$ cat src/rtl/max_pool_packer.sv
// Streaming 2x2 max-pool over NK raster-order feature maps; four pooled values
// per kernel are packed into one word for the fully-connected stage.
module max_pool_packer #(
  parameter int NK    = 2,
  parameter int MAP_W = 8,
  parameter int MAP_H = 8
) (
  input  logic                    clk,
  input  logic                    rst,
  input  logic                    start,
  input  logic                    in_valid,
  input  logic [NK-1:0][7:0]      conv_in,
  output logic                    out_valid,
  output logic [NK-1:0][3:0][7:0] pooled_out,
  output logic                    frame_done,
  output logic                    busy,
  output logic                    dbg_state
);

  localparam int CW  = (MAP_W > 2) ? $clog2(MAP_W) : 1;
  localparam int RW  = (MAP_H > 2) ? $clog2(MAP_H) : 1;
  localparam int LBW = MAP_W / 2;
  localparam int LIW = (LBW > 1) ? $clog2(LBW) : 1;
  localparam logic [CW-1:0] COL_LAST = CW'(MAP_W - 1);
  localparam logic [RW-1:0] ROW_LAST = RW'(MAP_H - 1);

  typedef enum logic [0:0] {IDLE = 1'b0, RUN = 1'b1} state_e;

  state_e                    state_q, state_d;
  logic [CW-1:0]             col_q, col_d;
  logic [RW-1:0]             row_q, row_d;
  logic [1:0]                lane_q, lane_d;
  logic [NK-1:0][7:0]        hold_q, hold_d;
  logic [NK-1:0][LBW-1:0][7:0] lb_q, lb_d;
  logic [NK-1:0][3:0][7:0]   pack_q, pack_d;
  logic [NK-1:0][3:0][7:0]   pooled_q, pooled_d;
  logic                      out_valid_q, out_valid_d;
  logic                      frame_done_q, frame_done_d;

  logic [LIW-1:0] lb_idx;
  logic           accept;
  logic           last;

  function automatic logic [7:0] max8(input logic [7:0] a, input logic [7:0] b);
    return (a > b) ? a : b;
  endfunction

  assign lb_idx = LIW'(col_q >> 1);
  assign accept = in_valid && (state_q == RUN) && !start;
  assign last   = (col_q == COL_LAST) && (row_q == ROW_LAST);

  always_comb begin
    state_d      = state_q;
    col_d        = col_q;
    row_d        = row_q;
    lane_d       = lane_q;
    hold_d       = hold_q;
    lb_d         = lb_q;
    pack_d       = pack_q;
    pooled_d     = pooled_q;
    out_valid_d  = 1'b0;
    frame_done_d = 1'b0;

    if (start) begin
      // start also aborts a running frame; the line buffer is rewritten before any read
      state_d = RUN;
      col_d   = '0;
      row_d   = '0;
      lane_d  = '0;
      hold_d  = '0;
      pack_d  = '0;
    end else if (accept) begin
      for (int k = 0; k < NK; k++) begin
        if (!col_q[0]) begin
          hold_d[k] = conv_in[k];
        end else if (!row_q[0]) begin
          lb_d[k][lb_idx] = max8(hold_q[k], conv_in[k]);
        end else begin
          pack_d[k][lane_q] = max8(max8(lb_q[k][lb_idx], hold_q[k]), conv_in[k]);
        end
      end

      if (col_q[0] && row_q[0]) begin
        lane_d = lane_q + 2'd1;
        if (lane_q == 2'd3) begin
          pooled_d     = pack_d;
          out_valid_d  = 1'b1;
          frame_done_d = last;
        end
      end

      if (col_q == COL_LAST) begin
        col_d = '0;
        if (row_q == ROW_LAST) begin
          row_d   = '0;
          state_d = IDLE;
        end else begin
          row_d = row_q + 1'b1;
        end
      end else begin
        col_d = col_q + 1'b1;
      end
    end
  end

  always_ff @(posedge clk or negedge rst) begin
    if (!rst) begin
      state_q      <= IDLE;
      col_q        <= '0;
      row_q        <= '0;
      lane_q       <= '0;
      hold_q       <= '0;
      lb_q         <= '0;
      pack_q       <= '0;
      pooled_q     <= '0;
      out_valid_q  <= 1'b0;
      frame_done_q <= 1'b0;
    end else begin
      state_q      <= state_d;
      col_q        <= col_d;
      row_q        <= row_d;
      lane_q       <= lane_d;
      hold_q       <= hold_d;
      lb_q         <= lb_d;
      pack_q       <= pack_d;
      pooled_q     <= pooled_d;
      out_valid_q  <= out_valid_d;
      frame_done_q <= frame_done_d;
    end
  end

  assign out_valid  = out_valid_q;
  assign frame_done = frame_done_q;
  assign pooled_out = pooled_q;
  assign busy       = (state_q == RUN);
  assign dbg_state  = state_q;

endmodule

$ cat config.mk
export PLATFORM = sky130hd
export DESIGN_NAME = max_pool_packer
export DESIGN_NICKNAME = d
export VERILOG_FILES = /design/src/rtl/max_pool_packer.sv
export SDC_FILE = /design/constraint.sdc
export NUM_CORES = 1
export LEC_CHECK = 0
export CAP_MARGIN = 20
export CORE_ASPECT_RATIO = 1.75
export CORE_UTILIZATION = 58
export CTS_CLUSTER_SIZE = 24
export DETAILED_ROUTE_END_ITERATION = 10
export GPL_ROUTABILITY_DRIVEN = 0
export PLACE_DENSITY = 0.89
export SYNTH_ARGS = -nofsm -noshare
export SYNTH_HDL_FRONTEND = slang
export SYNTH_SLANG_ARGS = --single-unit
$ cat constraint.sdc
create_clock -name clk -period 5.55 [get_ports clk]
set_clock_uncertainty 0.15 [all_clocks]
set_input_delay 0.8325 -clock clk [delete_from_list [all_inputs] [get_ports clk]]
set_output_delay 0.8325 -clock clk [all_outputs]
set_load 0.01 [all_outputs]
==> impl_results.md <==
- Run status: completed
- Total Routed Length: 28400 um
- Predominant post-synthesis flop cell: dfrtp_1
- LEAKAGE: 0.00589 uW
- Ports: 88
- RSZ-0062 raised after global routing: false
- Largest net degree at the start of global routing: 112
- Worst-margin pin slew: 1140 ps
- Synth async-reset ratio: 100%
- Clk_lat worst skew: 500 ps
- Syn. warnings: 0
- Most used cell, CP: ha_1
- Vias: 8719
- Number of hold-repair buffers added at the cts stage: 0
- Critical path cell sequence: buf_4, mux4_2, ha_1, nand2b_1, a21oi_1, nor4_2, o21ai_0, nand2_1, ha_1, and3_1, a221o_1, a21o_1, and2_4, a31oi_2, mux2_2
- Post-synth top area share: 47.8%
- CP startpoint: col_q[2]$_DFFE_PN0P_
- Setup violators final: 0
- Pwr Total: 3880 uW
- CTS buffer count: 18
- Die Wd: 104 um
- CTS root buf: clkbuf_16
- Crit path DAT: 5560 ps
- Synth Instances: 1021
- WL/cell: 21.3 um
- Die height: 181 um
- Slowest stage delay, CP: 790 ps
- First-pass GRT wire length: 46500 um
- Slowest cell on the critical path: dfrtp_1
- Post-synth net total: 1097
- PD cells: 316 nW/um^2
- Initial core utilization: 59.1%
- Worst Setup End Kind: flip-flop
- Via density: 6.54
- Yosys cell types: 54
- Final Max Slew Viols: 0
- Port Buffer Count: 87
- Synth area leaders: dfrtp_1 (48%), ha_1 (6.6%), nand2_1 (6.5%)
- Area of the die: 18900 sq um
- Number of sinks on the clock net: 203
- Post-Syn Area per Cell: 10.4 sq um
- Layout cells sized above 1: 15.3%
- Final period utilization: 95.1%
- Cell Area, Synth: 10600 sq um
- Max-cap violations: 0
- CTS tree: done
- Row count: 65
- Synth-to-Final Area Change: 15.6%
- F_max: 189 MHz
- Deepest clock path buffer count: 3
- CP max FO: 18
- Crit start category: flip-flop
- Worst IR Drop VDD: 0.000238 V
- Post-CTS setup buffer count: 0
- Core area: 18000 sq um
- Setup_tns: 0 ps
- Vias in the first global route: 9191
- GRT overflow: 0
- Gr usage total: 30.8%
- Post-DP HPWL: 19900 um
- Critical path class: flip-flop to flip-flop
- Rel. slew slack: 23.4%
- Antenna violations before repair: 0
- EDFF count, synth: 0
- Drt pass-1 iters: 5
- Flops & latches, synth: 203
- Crit path time final: 5280 ps
- Worst R2R Start: col_q[2]$_DFFE_PN0P_
- Worst Path Required: 5830 ps
- Antenna Diode Count: 0
- Post-DRT Antenna Nets: 0
- Seq/Total Area, Yosys: 47.8%
- Worst-path clk slew: 70 ps
- Initial DRC count: 655
- Hold Crit Class: primary input to asynchronous set/reset pin
- Yosys top cell by area: dfrtp_1
- H-tree lvl count: 1
- Final hold viol count: 0
- Layout Nets: 1165
- DRC: 0
[layout by cell type (no fill, tap or decap), types with 7 or more instances in the layout]
cell,netlist,layout
nand4_1,7,7
dfrtp_1,203,202
o31a_1,8,8
buf_4,1,19
o21ai_0,117,117
nor2_1,34,33
o221a_2,48,48
mux4_2,14,14
clkdlybuf4s50_1,0,86
a21oi_1,56,54
and3_1,13,13
inv_1,40,40
ha_1,56,56
or2_2,8,8
a22o_1,61,61
a31oi_4,7,7
nand3_1,11,11
nand2_1,184,184
clkbuf_16,0,19
mux2i_1,18,18
mux2_2,13,13
a21o_1,7,7
nand3_2,8,8
[worst max-delay path, delay by kind of cell (launching register included)]
family	cells	cell delay, ps
buf+inv	1	290
simple gates	5	1440
mux	2	560
fa+ha+maj	2	610
compound gates	5	1380
flops	1	790
[path summary, 6_finish.rpt]
| check | to | slack (ps) | cells after the start |
|---|---|---|---|
| setup / recovery | pooled_out[56]$_DFFE_PN0P_ | 270 | 15 |
| hold / removal | pack_q[42]$_DFFE_PN0P_ | 290 | 1 |
| setup reg to reg | pooled_out[56]$_DFFE_PN0P_ | 270 | 15 |
| hold reg to reg | lb_q[26]$_DFFE_PN0P_ | 330 | 2 |
| max in group asynchronous | pooled_out[37]$_DFFE_PN0P_ | 3770 | 2 |
| min in group clk | lb_q[26]$_DFFE_PN0P_ | 330 | 2 |
[kinds of logic after synthesis]
| family | after synthesis | synth area share [%] |
|---|---|---|
| AO/OA/AOI/OAI | 321 | 22.3 |
| XOR/XNOR | 1 | 0.0824 |
| adder cells (fa/ha/maj) | 56 | 6.59 |
| buffers and inverters | 100 | 3.93 |
| flip-flops | 203 | 47.8 |
| multiplexers | 50 | 6.85 |
| AND/OR/NAND/NOR | 290 | 12.4 |
[power breakdown]
| group | internal [uW] | switching, uW | leakage [uW] |
|---|---|---|---|
| registers | 1540 | 46.8 | 0.00279 |
| clock network | 694 | 555 | 0.000282 |
| logic | 362 | 679 | 0.00282 |
| total | 2600 | 1280 | 0.00589 |
[area by class of cell]
cell class              count  area [sq um]
repair buffers            107          1040
inverters                  41           154
multi-input cells         718          5140
clock buffers              27           556
clock inverters             4          25.0
well taps                 234           293
fillers                  1298          5690
flip-flops and latches    203          5080
[cells in the mapped netlist (2+ instances only)]
| master | count |
|---|---|
| o31ai_1 | 3 |
| buf_2 | 18 |
| mux4_2 | 14 |
| a22o_1 | 61 |
| nor2_1 | 34 |
| nor3_1 | 2 |
| mux2_2 | 13 |
| a211oi_2 | 2 |
| o211ai_1 | 5 |
| a21o_1 | 7 |
| a221o_1 | 2 |
| nand2_2 | 3 |
| nand4_1 | 7 |
| and2_1 | 3 |
| a21oi_1 | 56 |
| clkbuf_1 | 32 |
| o221a_2 | 48 |
| ha_1 | 56 |
| buf_1 | 5 |
| dfrtp_1 | 203 |
| or2_1 | 2 |
| nor2b_1 | 3 |
| and3_1 | 13 |
| buf_6 | 2 |
| nand3_1 | 11 |
| mux2_4 | 4 |
| a31oi_4 | 7 |
| nand3_2 | 8 |
| o22ai_2 | 2 |
| inv_1 | 40 |
| or2_2 | 8 |
| nand2_1 | 184 |
| mux2i_1 | 18 |
| nand3b_1 | 2 |
| o31a_1 | 8 |
| o21ai_0 | 117 |
[metal layers]
metal | part of all wire (%) | vias up | GRT usage (%)
li1 | - | 3864 | -
met4 | 5.9 | 0 | 20.4
met3 | 6.2 | 131 | 3.86
met1 | 36 | 4275 | 36.5
met2 | 51 | 449 | 52.4
met5 | 0 | - | 0
[metrics by stage]
step | setup slack, ps | utilization [%] | instance area [sq um] | hold slack (ps) | instances
5_1_grt | 25.9 | 68.3 | 12300 | 350 | 1334
3_3_place_gp | 377 | 64.9 | 11700 | 308 | 1301
6_report | 273 | 68.3 | 12300 | 286 | 1334
2_1_floorplan | 702 | - | 10600 | 292 | 1021
4_1_cts | 220 | 68.2 | 12300 | 330 | 1333
3_5_place_dp | 234 | 65.0 | 11700 | 315 | 1302
[registers in the layout, summed over array words and instances (netlist names)]
register    count
lb_q           64
pooled_out     64
pack_q         48
hold_q         16
col_q           3
row_q           3
lane_q          2
busy            1
frame_done      1
out_valid       1
[repair_timing]
action / in CTS / in global routing
endpoints found under the setup margin: 0 / 98
resized for setup: 0 / 1
endpoints found under the hold margin: 0 / 0
Power figures use the tool's default switching activity.
